`config.mk`:
```
export PLATFORM = sky130hd
export DESIGN_NAME = bin_to_bcd_seq
export DESIGN_NICKNAME = d
export VERILOG_FILES = /design/src/rtl/bcd_pkg.sv /design/src/rtl/bcd_add3.sv /design/src/rtl/bin_to_bcd_seq.sv
export SDC_FILE = /design/constraint.sdc
export NUM_CORES = 1
export LEC_CHECK = 0
export BUFFER_PORTS_ARGS = -buffer_cell sky130_fd_sc_hd__buf_2
export CAP_MARGIN = 10
export CORE_ASPECT_RATIO = 0.5
export CORE_MARGIN = 5
export CORE_UTILIZATION = 51
export DETAILED_ROUTE_END_ITERATION = 8
export PLACE_DENSITY = 0.75
export REMOVE_ABC_BUFFERS = 1
export SLEW_MARGIN = 20
export SYNTH_ARGS = -nofsm -noshare
export SYNTH_HDL_FRONTEND = slang
export SYNTH_HIERARCHICAL = 1
export SYNTH_SLANG_ARGS = --single-unit
```
`constraint.sdc`:
```
create_clock -name CLK -period 1.3 [get_ports CLK]
set_input_delay 0.13 -clock CLK [delete_from_list [all_inputs] [get_ports CLK]]
set_output_delay 0.13 -clock CLK [all_outputs]
set_load 0.05 [all_outputs]
```
`src/rtl/bcd_pkg.sv`:
```
// Shared types and constants for the sequential binary-to-BCD converter.
package bcd_pkg;

    typedef enum logic [1:0] {
        IDLE  = 2'd0,
        SHIFT = 2'd1,
        DONE  = 2'd2
    } state_t;

    localparam int         BCD_DIGIT_W = 4;
    localparam logic [3:0] ADD3_THRESH = 4'd5;
    localparam logic [3:0] ADD3_VAL    = 4'd3;

endpackage

```
`src/rtl/bcd_add3.sv`:
```
// Per-digit double-dabble correction: digits of 5 or more get +3 before the shift.
module bcd_add3
    import bcd_pkg::*;
(
    input  logic [BCD_DIGIT_W-1:0] d_i,
    output logic [BCD_DIGIT_W-1:0] d_o
);

    // Add-3 correction, modulo 16.
    always_comb begin
        if (d_i >= ADD3_THRESH) begin
            d_o = d_i + ADD3_VAL;
        end else begin
            d_o = d_i;
        end
    end

endmodule

```
`src/rtl/bin_to_bcd_seq.sv`:
```
// Sequential shift-and-add-3 binary-to-BCD converter with start/busy/done handshake.
// Optional leading-zero blanking output enabled by defining BCD_LZB_EN.
module bin_to_bcd_seq #(
    parameter int BIN_W  = 8,
    parameter int DIGITS = 3
) (
    input  logic                CLK,
    input  logic                RST_N,
    input  logic                START,
    input  logic [BIN_W-1:0]    BIN,
    output logic                BUSY,
    output logic                DONE,
    output logic [4*DIGITS-1:0] BCD
`ifdef BCD_LZB_EN
    ,
    output logic [DIGITS-1:0]   BLANK
`endif
);
    import bcd_pkg::*;

    localparam int CNT_W = $clog2(BIN_W + 1);
    localparam int SCR_W = BCD_DIGIT_W * DIGITS;

    // The state literal DONE is shadowed by the port, so states are package-qualified.
    bcd_pkg::state_t  state_q, state_d;
    logic [BIN_W-1:0] shift_q, shift_d;
    logic [SCR_W-1:0] scratch_q, scratch_d;
    logic [CNT_W-1:0] cnt_q, cnt_d;
    logic [SCR_W-1:0] bcd_q, bcd_d;
    logic             busy_q, busy_d;
    logic             done_q, done_d;
    logic [SCR_W-1:0] corr_s;
    logic [SCR_W-1:0] scr_shift_s;

    for (genvar g = 0; g < DIGITS; g++) begin : g_add3
        bcd_add3 u_add3 (
            .d_i (scratch_q[g*BCD_DIGIT_W +: BCD_DIGIT_W]),
            .d_o (corr_s[g*BCD_DIGIT_W +: BCD_DIGIT_W])
        );
    end

    // Corrected scratch shifted left, taking in the next binary MSB.
    always_comb begin
        scr_shift_s = SCR_W'({corr_s, shift_q[BIN_W-1]});
    end

`ifdef BCD_LZB_EN
    logic [DIGITS-1:0] blank_q, blank_d, blank_s;
    logic              nz_s;

    // A digit is blanked when it and every higher digit are zero; units never blank.
    always_comb begin
        nz_s    = 1'b0;
        blank_s = '0;
        for (int i = DIGITS - 1; i >= 1; i--) begin
            nz_s       = nz_s | (|scr_shift_s[i*BCD_DIGIT_W +: BCD_DIGIT_W]);
            blank_s[i] = ~nz_s;
        end
    end
`endif

    // Next-state and datapath control for IDLE -> SHIFT x BIN_W -> DONE.
    always_comb begin
        state_d   = state_q;
        shift_d   = shift_q;
        scratch_d = scratch_q;
        cnt_d     = cnt_q;
        bcd_d     = bcd_q;
        busy_d    = busy_q;
        done_d    = 1'b0;
`ifdef BCD_LZB_EN
        blank_d   = blank_q;
`endif
        case (state_q)
            bcd_pkg::IDLE: begin
                if (START) begin
                    shift_d   = BIN;
                    scratch_d = '0;
                    cnt_d     = CNT_W'(BIN_W);
                    busy_d    = 1'b1;
                    state_d   = bcd_pkg::SHIFT;
                end else begin
                    state_d   = bcd_pkg::IDLE;
                end
            end
            bcd_pkg::SHIFT: begin
                scratch_d = scr_shift_s;
                shift_d   = shift_q << 1;
                cnt_d     = cnt_q - CNT_W'(1);
                if (cnt_q == CNT_W'(1)) begin
                    // Result and pulse are registered so both appear in the DONE cycle.
                    state_d = bcd_pkg::DONE;
                    done_d  = 1'b1;
                    bcd_d   = scr_shift_s;
`ifdef BCD_LZB_EN
                    blank_d = blank_s;
`endif
                end else begin
                    state_d = bcd_pkg::SHIFT;
                end
            end
            bcd_pkg::DONE: begin
                state_d = bcd_pkg::IDLE;
                busy_d  = 1'b0;
            end
            default: begin
                state_d = bcd_pkg::IDLE;
                busy_d  = 1'b0;
            end
        endcase
    end

    // State and datapath registers with synchronous active-low reset.
    always_ff @(posedge CLK) begin
        if (!RST_N) begin
            state_q   <= bcd_pkg::IDLE;
            shift_q   <= '0;
            scratch_q <= '0;
            cnt_q     <= '0;
            bcd_q     <= '0;
            busy_q    <= 1'b0;
            done_q    <= 1'b0;
`ifdef BCD_LZB_EN
            blank_q   <= '0;
`endif
        end else begin
            state_q   <= state_d;
            shift_q   <= shift_d;
            scratch_q <= scratch_d;
            cnt_q     <= cnt_d;
            bcd_q     <= bcd_d;
            busy_q    <= busy_d;
            done_q    <= done_d;
`ifdef BCD_LZB_EN
            blank_q   <= blank_d;
`endif
        end
    end

    assign BUSY = busy_q;
    assign DONE = done_q;
    assign BCD  = bcd_q;
`ifdef BCD_LZB_EN
    assign BLANK = blank_q;
`endif

endmodule

```
======== Word level (Yosys, flattened, before mapping) ========
Index checks and enable logic that the tools add are counted.
W data, S select, Z words.
cells by class
  add/subtract/negate cells ............... 4
  multiply operators ...................... 0
  div/mod/pow operators ................... 0
  $lt $le $gt $ge ......................... 3
  equal/unequal tests ..................... 3
  shift-type cells ........................ 0
  mux-type cells .......................... 15
  bitwise gates (word level) .............. 1
  reduce and logical (&&, ||, !) cells .... 6
operator list
  cell                   count
  $pmux W12 S2           1
  $pmux W8 S2            1
  $ge A4 B3 Y1 const B   3
  $mux W12               1
  $mux W4                3
  $add A4 B2 Y4 const B  2
  $mux W8                1
  $pmux W4 S2            1
  $reduce_and A2 Y1      4
  $eq A4 B1 Y1 const B   1
  $pmux W2 S2            1
  $sub A4 B1 Y4 const B  1
  $add A3 B2 Y3 const B  1
  $mux W1                3
  $mux W3                1
  $eq A2 B1 Y1 const B   1
  $logic_not A2 Y1       1
  $mux W2                1
  $ne A2 B2 Y1 const B   1
  $pmux W1 S2            1
  $reduce_bool A2 Y1     1
  $not A1 Y1             1
storage, ports and cells
  bits in registers ....................... 40
  latch bits .............................. 0
  RAM bits ................................ 0
  bits in read-only memories .............. 0
  input port bits ......................... 11
  output and inout bits ................... 14
  memories kept ........................... 0

======== Longest topological paths before layout ========
  depth in word-level cells ............... 3
  depth in mapped cells ................... 7
  mapped depth without buffers ............ 7

======== Cells and area by module ========
Netlist, hierarchy kept.
by module, submodules not included
  module          instances  cells each  area an instance (µm²)
  bin_to_bcd_seq  1          175         1635.3
  bcd_add3        3          16          101.3

======== Least setup slack after synthesis ========
No wires, ideal clock.
  kind .................................... register -> register
  from .................................... reg scratch_q[5]
  to ...................................... reg bcd_q[6], in the netlist BCD[6]
  setup time .............................. 0.072 ns
  arrival time ............................ 1.274 ns
  required time ........................... 1.228 ns
  path slack .............................. -0.045 ns
  stages on the path, launching flop included .. 8
  path buffers ............................ 0
  clock period less this slack ............ 1.345 ns
  cells stage by stage .................... dfxtp_1 -> inv_1 -> ha_1 -> nand2b_1 -> a21oi_2 -> mux2i_1 -> nand2_1 -> mux2i_1
between the ends
  word-level cells in the longest chain between the ends .. 2
RTL lines
  item                                                  RTL line                        source
  start, declared                                       bin_to_bcd_seq.sv:27            logic [SCR_W-1:0] scratch_q, scratch_d;
  start signal, assigned                                bin_to_bcd_seq.sv:129           scratch_q <= scratch_d;
  $add A4 B2 Y4 / $ge A4 B3 Y1 (equally long branches)  bcd_add3.sv:12, bcd_add3.sv:11
  $mux W4 (*)                                           bcd_add3.sv:11                  if (d_i >= ADD3_THRESH) begin
  net corr_s[5]                                         bin_to_bcd_seq.sv:32            logic [SCR_W-1:0] corr_s;
  end signal, assigned                                  bin_to_bcd_seq.sv:120           bcd_q <= '0;
  end signal, assigned                                  bin_to_bcd_seq.sv:131           bcd_q <= bcd_d;
  end, declared                                         bin_to_bcd_seq.sv:29            logic [SCR_W-1:0] bcd_q, bcd_d;
Mark *: on every way through the listed nets, which the timed path passes. The rest lies on a longest branch.
A chain may end at the register's enable or synchronous reset.

======== Worst setup path after layout ========
  from .................................... reg scratch_q[5]
  to ...................................... reg scratch_q[6]
between the ends
  word-level cells in the longest chain between the ends .. 3
RTL lines
  item                                                  RTL line                        source
  $add A4 B2 Y4 / $ge A4 B3 Y1 (equally long branches)  bcd_add3.sv:12, bcd_add3.sv:11
  $mux W4 (*)                                           bcd_add3.sv:11
  net corr_s[5]                                         bin_to_bcd_seq.sv:32
  $pmux W12 S2 (*)                                      bin_to_bcd_seq.sv:74            case (state_q)
Marked as above.

==> metrics <==
area delta synth->final 35.14%; run status finished, violations left; Synth Area per Inst 8.764 um^2; min-delay src BIN[4]; Die Footprint 5165 um^2; crit path time final 1.407 ns; Reg clk slew, reported paths 0.07 ns; dpl hpwl 2.634 mm; RSZ-0062 raised after global routing true; total grt overflow 0; Min-Delay Endpoint shift_q[4]$_SDFFE_PN0P_; Final WS setup -0.1072 ns; CTS buffer count 5; critical path class reg2reg; Crit path arrival time 1.64 ns; vias in the first global route 1,645; worst r2r src scratch_q[5]$_SDFFE_PN0P_; initial core utilization 54.40%; first-pass GRT wire length 7.369 mm; max frequency 710.6 MHz; placed insts 298; DR DRC count 0; YS warnings 6; failing checks setup timing; max_slew headroom 76.31%; FP Rows 15; Max-Cap Viols 0; Hold WC Path Type in2reg; DRT antenna net count 0; fin. max-slew vios 0; clk buf depth 2; GRT Total Usage 17.94%; initial antenna violation count 0; CTS Hold Buffers Added 0; die span in x 96.76 um; Slew @ Worst Pin 0.3553 ns; H-tree depth 2; startpoint types register; CORE AREA 3528 um^2; routed vias/inst 5.213; vias 1,642; VDD IR max 0.5290 mV; PwrDens 955.2 nW/um^2; Die H 53.38 um; pre-CTS WS -0.1626 ns; most frequent cells in the layout nand2_1, dfxtp_1, buf_2; reg-to-reg slack, setup -0.11 ns; Final Skew 0.006557 ns; Tcrit/Tclk final 108.2%; io pins 25; DRT Pass-1 Iters 4; largest net degree at the start of global routing 53; Req. time, crit path 1.53 ns; Total Wirelength 4.691 mm; fill count 254; worst hold path depth 3; R2R Path End scratch_q[6]$_SDFFE_PN0P_; CP endpoint kind register; post-detailed-route wirelength per cell 14.89 um; Reg2Reg Depth 7; final hold violations 0; setup violators final 11; CTS tree yes; Skew-Pair Late Insertion Delay 0.30 ns; layout cells sized above 1 38.64%; Final nets 283; initial drt markers 121; most common library cell in the layout ignoring fill and taps nand2_1; Root Driver clkbuf_8; Num Clock Sinks 40; CP Max Fanout 3; routability cong. 0.8209; Final Non-Filler Cells 315; Final Total Pwr 2477 uW; Antenna Cells 0; Synth Cell Area 1919 um^2; leak pwr 0.001031 uW; IO Port Bufs 24; cells after synthesis 219
-- routing by layer --
layer	wire, um	share of wire, %	global-route usage (%)
met1	2019	43	20.74
met5	0	0	0
met4	108	2.3	7.692
met3	196	4.2	4.079
met2	2367	50	32.76
-- worst max-delay path, stage by stage (launching register included) --
cell and delay, ns:
dfxtp_2 0.35, inv_2 0.06, ha_2 0.16, nand2b_4 0.15, a21oi_4 0.15, mux2i_2 0.26, a22oi_1 0.10, nor2b_1 0.12
-- where the power goes --
part | switching (uW) | internal [uW] | total (uW)
registers | 46.2 | 1270 | 1320
logic | 197 | 187 | 383
clock network | 413 | 365 | 778
-- repair_timing --
action,CTS,global route
buffers inserted,4,7
gates resized for setup,35,29
gates cloned,1,0
pin swaps,8,7
setup endpoints to repair,18,27
-- state kept, by name, summed over array words and instances (netlist names) --
signal and count:
BCD 12, scratch_q 12, shift_q 8, cnt_q 4, state_q 2, BUSY 1, DONE 1
-- layout make-up --
cell class                      instances  area (um^2)  share of cell area, %
Clock buffer                            6        72.57                  2.798
Clock inverter                          1        5.005                 0.1930
Inverter                                9        43.79                  1.688
Multi-Input combinational cell        156         1197                  46.16
Sequential cell                        40        820.8                  31.64
Tap cell                               51        63.81                  2.460
Timing Repair Buffer                   52        390.4                  15.05
-- worst max path at each step --
stage | slack, ns | end | from | depth (start not counted)
6_report | -0.11 | scratch_q[6]$_SDFFE_PN0P_ | scratch_q[5]$_SDFFE_PN0P_ | 7
5_1_grt | -0.18 | scratch_q[10]$_SDFFE_PN0P_ | scratch_q[9]$_SDFFE_PN0P_ | 7
4_1_cts | -0.06 | scratch_q[10]$_SDFFE_PN0P_ | scratch_q[9]$_SDFFE_PN0P_ | 7
3_5_place_dp | -0.16 | scratch_q[10]$_SDFFE_PN0P_ | scratch_q[9]$_SDFFE_PN0P_ | 7
3_3_place_gp | -0.1 | BCD[6]$_SDFFE_PN0P_ | scratch_q[5]$_SDFFE_PN0P_ | 7
2_1_floorplan | -0.32 | cnt_q[2]$_SDFFE_PN0P_ | state_q[0]$_SDFF_PN0_ | 3
-- per-stage QoR --
step	area (um^2)	TNS, ns	hold slack (ns)	utilization (%)
5_1_grt	2594	-1.972	0.05306	73.51
3_3_place_gp	2192	-0.5575	0.3733	62.13
6_report	2594	-0.8132	0.07042	73.51
3_5_place_dp	2192	-1.224	0.3751	62.13
2_1_floorplan	1836	-5.533	0.2517	-
4_1_cts	2471	-0.2659	0.06752	70.04
Power figures use the tool's default switching activity.
